`src/rtl/dmem_arbiter_pkg.sv`:
```
// Shared encodings for the data-memory arbiter: RV32I load/store size codes and FSM states.
// Combinational-only declarations, no latency or backpressure.
package dmem_arbiter_pkg;

    localparam logic [2:0] F3_B  = 3'b000;
    localparam logic [2:0] F3_H  = 3'b001;
    localparam logic [2:0] F3_W  = 3'b010;
    localparam logic [2:0] F3_BU = 3'b100;
    localparam logic [2:0] F3_HU = 3'b101;

    typedef enum logic [1:0] {
        ST_IDLE   = 2'd0,
        ST_ACCESS = 2'd1,
        ST_MERGE  = 2'd2,
        ST_DONE   = 2'd3
    } state_t;

    // Byte and half stores need a read-modify-write pass through MERGE.
    function automatic logic is_subword_store(input logic [2:0] f3);
        return (f3 == F3_B) || (f3 == F3_H);
    endfunction

endpackage

```
`src/rtl/dmem_arbiter_lsu_align.sv`:
```
// Lane select/extend for loads, lane merge for stores, misalign/illegal decode; purely combinational.
// Zero latency; no backpressure, results follow inputs in the same cycle.
module lsu_align
    import dmem_arbiter_pkg::*;
(
    input  logic [2:0]  funct3,
    input  logic [1:0]  addr_lo,
    input  logic [31:0] rd_word,
    input  logic [31:0] wdata,
    output logic [31:0] load_data,
    output logic [31:0] merged,
    output logic        err
);

    logic [7:0]  byte_sel;
    logic [15:0] half_sel;

    always_comb begin
        byte_sel  = rd_word[8*addr_lo +: 8];
        half_sel  = addr_lo[1] ? rd_word[31:16] : rd_word[15:0];
        load_data = '0;
        merged    = rd_word;
        err       = 1'b0;
        case (funct3)
            F3_B: begin
                load_data = {{24{byte_sel[7]}}, byte_sel};
                merged[8*addr_lo +: 8] = wdata[7:0];
            end
            F3_BU: load_data = {24'h0, byte_sel};
            F3_H: begin
                err       = addr_lo[0];
                load_data = {{16{half_sel[15]}}, half_sel};
                merged[16*addr_lo[1] +: 16] = wdata[15:0];
            end
            F3_HU: begin
                err       = addr_lo[0];
                load_data = {16'h0, half_sel};
            end
            F3_W: begin
                err       = |addr_lo;
                load_data = rd_word;
                merged    = wdata;
            end
            default: err = 1'b1;
        endcase
    end

endmodule

```
`src/rtl/dmem_arbiter.sv`:
```
// Two-port arbiter onto a single-port word memory; req->ack 3 cycles (load, word store, error), 4 for B/H store.
// Backpressure: req is held until the one-cycle ack; a losing port just waits, port 1 is forced after STARVE port-0 grants.
module dmem_arbiter
    import dmem_arbiter_pkg::*;
#(
    parameter int AW     = 32,
    parameter int STARVE = 4
) (
    input  logic          clk,
    input  logic          rst,
    input  logic [1:0]    req,
    input  logic [1:0]    we,
    input  logic [AW-1:0] addr0,
    input  logic [AW-1:0] addr1,
    input  logic [31:0]   wdata0,
    input  logic [31:0]   wdata1,
    input  logic [2:0]    funct3_0,
    input  logic [2:0]    funct3_1,
    output logic [1:0]    ack,
    output logic [31:0]   rdata,
    output logic          err,
    output logic [AW-1:0] mem_a,
    output logic [31:0]   mem_wd,
    output logic          mem_we,
    input  logic [31:0]   mem_rd
);

    localparam int CW = $clog2(STARVE + 1);

    state_t        state, state_nxt;
    logic          win_q;
    logic [AW-1:0] addr_q;
    logic [31:0]   wdata_q;
    logic          we_q;
    logic [2:0]    f3_q;
    logic [31:0]   merge_q;
    logic [31:0]   rdata_q;
    logic          err_q;
    logic [CW-1:0] starve_cnt;

    logic          grant1;
    logic [31:0]   align_rd;
    logic [31:0]   load_data;
    logic [31:0]   merged;
    logic          align_err;

    assign grant1 = req[1] && (!req[0] || (starve_cnt >= CW'(STARVE)));

    // In MERGE the memory word comes from the captured copy, not the live read port.
    assign align_rd = (state == ST_MERGE) ? merge_q : mem_rd;

    lsu_align u_align (
        .funct3    (f3_q),
        .addr_lo   (addr_q[1:0]),
        .rd_word   (align_rd),
        .wdata     (wdata_q),
        .load_data (load_data),
        .merged    (merged),
        .err       (align_err)
    );

    always_ff @(posedge clk) begin
        if (rst) begin
            state <= ST_IDLE;
        end else begin
            state <= state_nxt;
        end
    end

    always_comb begin
        state_nxt = state;
        mem_we    = 1'b0;
        ack       = 2'b00;
        case (state)
            ST_IDLE: begin
                if (|req) begin
                    state_nxt = ST_ACCESS;
                end
            end
            ST_ACCESS: begin
                if (align_err) begin
                    state_nxt = ST_DONE;
                end else if (we_q && is_subword_store(f3_q)) begin
                    state_nxt = ST_MERGE;
                end else begin
                    state_nxt = ST_DONE;
                    mem_we    = we_q;
                end
            end
            ST_MERGE: begin
                state_nxt = ST_DONE;
                mem_we    = 1'b1;
            end
            ST_DONE: begin
                state_nxt = ST_IDLE;
                ack       = win_q ? 2'b10 : 2'b01;
            end
            default: state_nxt = ST_IDLE;
        endcase
        // A reset landing on a write cycle must not reach the memory.
        if (rst) begin
            mem_we = 1'b0;
        end
    end

    assign mem_a  = {addr_q[AW-1:2], 2'b00};
    assign mem_wd = mem_we ? merged : 32'h0;
    assign rdata  = rdata_q;
    assign err    = err_q;

    always_ff @(posedge clk) begin
        if (rst) begin
            win_q      <= 1'b0;
            addr_q     <= '0;
            wdata_q    <= '0;
            we_q       <= 1'b0;
            f3_q       <= '0;
            merge_q    <= '0;
            rdata_q    <= '0;
            err_q      <= 1'b0;
            starve_cnt <= '0;
        end else begin
            case (state)
                ST_IDLE: begin
                    rdata_q <= '0;
                    err_q   <= 1'b0;
                    if (|req) begin
                        win_q   <= grant1;
                        addr_q  <= grant1 ? addr1    : addr0;
                        wdata_q <= grant1 ? wdata1   : wdata0;
                        we_q    <= grant1 ? we[1]    : we[0];
                        f3_q    <= grant1 ? funct3_1 : funct3_0;
                        if (grant1) begin
                            starve_cnt <= '0;
                        end else if (req[1]) begin
                            starve_cnt <= starve_cnt + CW'(1);
                        end
                    end
                end
                ST_ACCESS: begin
                    err_q   <= align_err;
                    rdata_q <= (!we_q && !align_err) ? load_data : 32'h0;
                    merge_q <= mem_rd;
                end
                default: ;
            endcase
        end
    end

endmodule
```
`config.mk`:
```
export PLATFORM = sky130hd
export DESIGN_NAME = dmem_arbiter
export DESIGN_NICKNAME = d
export VERILOG_FILES = /design/src/rtl/dmem_arbiter_pkg.sv /design/src/rtl/dmem_arbiter_lsu_align.sv /design/src/rtl/dmem_arbiter.sv
export SDC_FILE = /design/constraint.sdc
export NUM_CORES = 1
export LEC_CHECK = 0
export ABC_CLOCK_PERIOD_IN_PS = 3100
export CORE_UTILIZATION = 46
export CTS_BUF_LIST = sky130_fd_sc_hd__clkbuf_16
export CTS_CLUSTER_DIAMETER = 80
export DETAILED_ROUTE_END_ITERATION = 10
export GPL_ROUTABILITY_DRIVEN = 0
export MAX_ROUTING_LAYER = met4
export PLACE_DENSITY = 0.79
export REMOVE_ABC_BUFFERS = 1
export SLEW_MARGIN = 20
export SYNTH_ARGS = -nofsm -noshare
export SYNTH_HDL_FRONTEND = slang
export SYNTH_SLANG_ARGS = --single-unit
```
`constraint.sdc`:
```
create_clock -name clk -period 3.1 [get_ports clk]
set_clock_uncertainty 0.1 [all_clocks]
set_input_delay 0.31 -clock clk [delete_from_list [all_inputs] [get_ports clk]]
set_output_delay 0.31 -clock clk [all_outputs]
set_load 0.01 [all_outputs]
```
# After elaboration in Yosys (flattened, before gate mapping)
# Index checks and enable logic that the tools add are counted.
[word_totals] output_inout_bits=100 word_cells=72 regBits=139
[op_classes] eq_ne=8 mux=27 n_reduce_logical=18 shift=5 addsub=3 magnitude_cmp=1
[op_table] op="$mux 32" n=5
[op_table] op="$pmux 32 s5" n=1
[op_table] op="$pmux 32 s3" n=1
[op_table] op="$neg 5->34" n=2
[op_table] op="$bwmux 32" n=2
[op_table] op="$pmux 32 s2" n=1
[op_table] op="$shift 16x34->32 const A" n=1
[op_table] op="$shift 8x34->32 const A" n=1
[op_table] op="$shiftx 16x34->32" n=1
[op_table] op="$shiftx 8x34->32" n=1
[op_table] op="$shiftx 32x6->8" n=1
[op_table] op="$mux 16" n=1
[op_table] op="$mux 3" n=3
[op_table] op="$pmux 2 s4" n=1
[op_table] op="$reduce_or 2->1" n=4
[op_table] op="$eq 3x3->1 const B" n=2
[op_table] op="$mux 1" n=6
[op_table] op="$mux 2" n=3
[op_table] op="$eq 2x2->1 const B" n=2
[op_table] op="$pmux 1 s2" n=2
[op_table] op="$reduce_bool 2->1" n=2
[op_table] op="$add 3x1->3 const B" n=1
[op_table] op="$eq 3x1->1 const B" n=1
[op_table] op="$eq 3x2->1 const B" n=1
[op_table] op="other kinds (11)" n=16

# Longest topological paths before layout
# Gate-level depths: netlist of run 1.
[depth] depth_word=8 mapped_depth=9

# Modules after synthesis
# From an unflattened synthesis of run 1, not the netlist that was laid out.
[hier_totals] cells_unflattened=1152 area_unflattened_um2=9255.1
[by_module_without_submodules] mod="dmem_arbiter" cells_each=761 area_each_um2=6697.7 n_inst=1 seq_area_each_um2=2782.7
[by_module_without_submodules] mod="lsu_align" cells_each=391 area_each_um2=2557.5 n_inst=1 seq_area_each_um2=0.0

# Least setup slack after synthesis of run 1
# Ideal clock, no wire load.
[synth_timing] path_kind="register to output" from="register addr_q[0]" to="output port mem_wd[0]" t_required_ns=2.690 stages_incl_launch_ff=9 t_arrival_ns=2.145 path_slack_ns=0.545 path_cell_list="dfxtp_1 clkbuf_1 inv_1 ha_1 or3b_4 a21oi_1 o211ai_1 clkbuf_1 nor2_1"
[synth_between] elab_chain_len=6
[synth_rtl] element="start, declared" line_no="dmem_arbiter.sv:32" source="logic [AW-1:0] addr_q;"
[synth_rtl] element="start signal, assigned" line_no="dmem_arbiter.sv:129" source="addr_q <= grant1 ? addr1 : addr0;"
[synth_rtl] element="branches (longest 5 deep; another with $neg 5->34)"
[synth_rtl] element="$mux 32 (*)" line_no="dmem_arbiter.sv:107" source="assign mem_wd = mem_we ? merged : 32'h0;"
[synth_rtl] element="end, declared" line_no="dmem_arbiter.sv:23" source="output logic [31:0] mem_wd,"
# Every way passes the cells marked *.

# Worst setup path in the final report of run 1
[layout_timing] from="register state[1]" to="output port mem_wd[24]"
[layout_between] elab_chain_len=5
[layout_rtl] element="start, declared" line_no="dmem_arbiter.sv:30" source="state_t state, state_nxt;"
[layout_rtl] element="start signal, assigned" line_no="dmem_arbiter.sv:66" source="state <= state_nxt;"
[layout_rtl] element="$eq 2x2->1" line_no="dmem_arbiter.sv:50, dmem_arbiter.sv:74"
[layout_rtl] element="$mux 32" line_no="dmem_arbiter.sv:50" source="assign align_rd = (state == ST_MERGE) ? merge_q : mem_rd;"
[layout_rtl] element="$bwmux 32, on equally long branches" line_no="dmem_arbiter_lsu_align.sv:33, dmem_arbiter_lsu_align.sv:27"
[layout_rtl] element="$pmux 32 s3" line_no="dmem_arbiter_lsu_align.sv:24" source="case (funct3)"
[layout_rtl] element="$mux 32 (*)" line_no="dmem_arbiter.sv:107"
# Every way passes the cells marked *; elsewhere a longest branch is shown, timed or not.

==> flow_summary_export.csv, run 1 <==
group,metric,value,unit
grt,grt_util_met3,7.27,%
logic_synthesis,synth.ff_latch_count,139,
sta,rsz0062_at_grt,"false",
logic_synthesis,synth_area_leaders,"dfxtp_1 (35%), a311oi_1 (7.5%), nor2_1 (6.1%)",
grt,grtUsageMet2,51.8,%
critical_path,timing.setup.critical_path_class,"reg -> out",
logic_synthesis,synth-warning-count,0,
grt,grt_first_pass_wirelength,44300,µm
cells_and_area,area_delta_synth_final,44.1,%
detailed_routing,firstDrtPassIters,6,
detailed_routing,route.antenna.remaining_nets,0,
sta,setup_viol,0,
placed_design,numPortBuffers,269,
floorplan,dieArea,17800,µm²
grt,grt-busiest-layer,"met2",
logic_synthesis,yosys-mux-area-fraction,10.4,%
detailed_routing,route.vias.total,8560,
cells_and_area,n_fill_cell,1374,
sta,min_period_over_period,97.1,%
hold_path,min_delay_worst_endpoint,"win_q$_SDFFE_PP0P_",
hold_path,min-delay-path-class,"in -> reg",
cts,numCtsBuffers,17,
cells_and_area,num-nets-final,1356,
grt,largest_net_degree_at_the_start_of_global_routing,102,
logic_synthesis,synth_async_sr_flop_share,0,%
sta,achievable-frequency,332,MHz
pwr,peak_ir_drop_on_the_vdd_network,0.000618,V
sta,slew_headroom,39.9,%
critical_path,worst-endpoint-arrival,2.60,ns
critical_path,ff2ff_setup_slack,0.41,ns
critical_path,crit-reg2reg-capture,"rdata[18]$_SDFFE_PP0P_",
grt,grt_usage,33.1,%
floorplan,floorplan.core_area,16700,µm²
floorplan,die_w,133,µm
hold_path,whs_path_depth,3,
logic_synthesis,synth_adder_area_share,1.58,%
detailed_routing,route.detailed.wl_per_inst,20.4,µm
logic_synthesis,synth_simple_gate_area_share,20.5,%
logic_synthesis,total_standard_cell_area_after_synthesis,7930,µm²
logic_synthesis,synth.lib_cells_used.distinct,53,
run,total_of_max_cap_violations,0,
cells_and_area,finalInstanceArea,11400,µm²
sta,layout_min_cycle_time,3.01,ns
logic_synthesis,yosysSeqAreaShare,35.1,%
critical_path,reg2regPathDepth,6,
cts,clkTransAtPathRegs,0.06,ns
sta,final-max-slew-violation-count,0,
logic_synthesis,synthCells,963,
detailed_routing,routed_via_density,6.08,
cts,clk_path_buf_depth,2,
cells_and_area,layout.cells.most_common,"clkdlybuf4s50_1",
detailed_routing,drc_errors,0,
cts,tritoncts_num_sinks,139,
pwr,static-leakage-power,4.47,nW
logic_synthesis,synth_edf_count,0,
sta,report.final.hold_viol_count,0,
grt,grt_overflow,0,
grt,grt_antenna_before_repair,1,
cells_and_area,most-common-layout-cells,"clkdlybuf4s50_1 (234), dfxtp_1 (139), nor2_1 (125), nand2_1 (102)",
placed_design,placed_cells_incl_taps,1366,
floorplan,pin_count,272,
cells_and_area,final-instance-count-excl-fill,1408,
logic_synthesis,synth_top_area_share,35.1,%
critical_path,timing.critical_path.fanout_max,20,
logic_synthesis,post-synth-top-area-cell,"dfxtp_1",
logic_synthesis,combinational_family_with_the_most_area_after_synthesis,"compound AO/OA/AOI/OAI gates",
logic_synthesis,synth_xor_area_share,0,%
outcome,outcome,"completed",
cts,clk_latency,0.43,ns
logic_synthesis,ys.flop_type,"dfxtp_1",
detailed_routing,drt_iter0_drc,1007,
hold_path,hold_start,"req[1]",
floorplan,initial_core_util,47.5,%
critical_path,required,2.69,ns
cts,htreeDepth,4,
cells_and_area,layout-drive-gt1-share,11.8,%
floorplan,floorplan.rows,47,
sta,worst-slew-pin-transition,0.902,ns
floorplan,fp.dieH,133,µm
grt,via_count_of_the_first_global_routing_pass,8235,
placed_design,hpwlAfterDp,19700,µm
grt,met1_usage,40.5,%
logic_synthesis,synth-compound-area-share,24.1,%
detailed_routing,routed_wirelength,28800,µm
logic_synthesis,postSynthAreaPerCell,8.24,µm²
critical_path,critPathCaptureType,"primary output",
pwr,power_density_over_the_cells,876,nW/µm²
cts,tritoncts,"done",
cts,clk_root_buffer_cell,"clkbuf_16",
critical_path,startpoint_type,"register",
placed_design,detailed_place.area,10600,µm²
critical_path,rr_startpoint,"state[1]$_SDFFE_PP0P_",
report_power, final:
part	internal, W	switching, W	total, W
registers	0.00235	0.000452	0.00280
logic	0.00225	0.00274	0.00500
clock network	0.00141	0.000804	0.00222
metal layers:
metal | up-vias | part of all wire, %
met5 | - | 0
met4 | 0 | 3.8
met3 | 99 | 9.6
met2 | 518 | 47
met1 | 3969 | 39
li1 | 3974 | -
flip-flops by register name, summed over array words and instances, names as in the netlist:
name / count
addr_q: 32
err: 1
f3_q: 3
merge_q: 32
rdata: 32
starve_cnt: 3
state: 2
wdata_q: 32
we_q: 1
win_q: 1
final cells by class:
class | instances | area [µm²] | area share (%)
Timing Repair Buffer | 317 | 3110 | 27.2
Multi-Input combinational cell | 690 | 4600 | 40.3
Sequential cell | 139 | 2780 | 24.3
Inverter | 9 | 33.8 | 0.295
Clock inverter | 15 | 206 | 1.81
Antenna cell | 1 | 2.50 | 0.0219
Tap cell | 220 | 275 | 2.41
Clock buffer | 17 | 425 | 3.72
logic make-up after synthesis:
group / count (synthesis)
simple gates: 359
compound gates: 243
flops: 139
buf+inv: 135
mux: 76
fa+ha+maj: 10
other cells: 1
per-stage QoR:
step                setup TNS, ns  utilization, %  hold WS [ns]  total power, W  worst slack [ns]
floorplan                 -197.63               -         0.282         0.00504             -2.72
global placement                0            63.7         0.367         0.00740             0.173
detailed placement              0            63.7         0.377         0.00749            0.0374
CTS                        -0.301            68.0         0.243         0.00983           -0.0993
global route                    0            68.5         0.253          0.0105           0.00960
finish                          0            68.5         0.247          0.0100            0.0906
what timing repair did:
action | CTS | global route
gates cloned | 1 | 0
hold buffers | 0 | 0
setup buffers | 4 | 4
resized for setup | 41 | 12
pin swaps | 3 | 1
endpoints found under the setup margin | 33 | 12
worst max-delay path by stage:
stage	from	end	slack, ns	cells past startpoint
2_1_floorplan	state[0]$_SDFFE_PP0P_	addr_q[0]$_SDFFE_PP0P_	-2.72	4
3_3_place_gp	addr_q[0]$_SDFFE_PP0P_	mem_wd[13]	0.17	7
3_5_place_dp	addr_q[0]$_SDFFE_PP0P_	mem_wd[13]	0.04	7
4_1_cts	addr_q[0]$_SDFFE_PP0P_	mem_wd[21]	-0.1	8
5_1_grt	addr_q[0]$_SDFFE_PP0P_	mem_wd[29]	0.01	8
6_report	state[1]$_SDFFE_PP0P_	mem_wd[24]	0.09	7
critical path, cell delays in order (launching register included):
cell and delay, ns:
dfxtp_1 0.44, ha_4 0.22, bufbuf_16 0.33, mux2_2 0.42, nor2b_1 0.15, o21ai_0 0.16, a31oi_1 0.14, dlygate4sd2_1 0.31
Yosys cell counts (all sizes together), types with 18 or more instances:
cell type and count:
nand3 68, mux2i 41, o21ai 28, a21oi 18, nand2 103, nor2 128
dfxtp 139, buf 57, a22oi 32, a311oi 68, clkbuf 69, mux2 33
Power figures use the tool's default switching activity.
==> run 2, diff against run 1 <==
ABC_CLOCK_PERIOD_IN_PS = unset   (was 3100)
==> results of run 2 <==
Final layout, timing and power as in run 1 (identical DEF).
==> run 3, diff against run 2 <==
CTS_CLUSTER_DIAMETER = 40   (was 80)
==> results of run 3 <==
Final layout, timing and power as in run 1 (identical DEF).
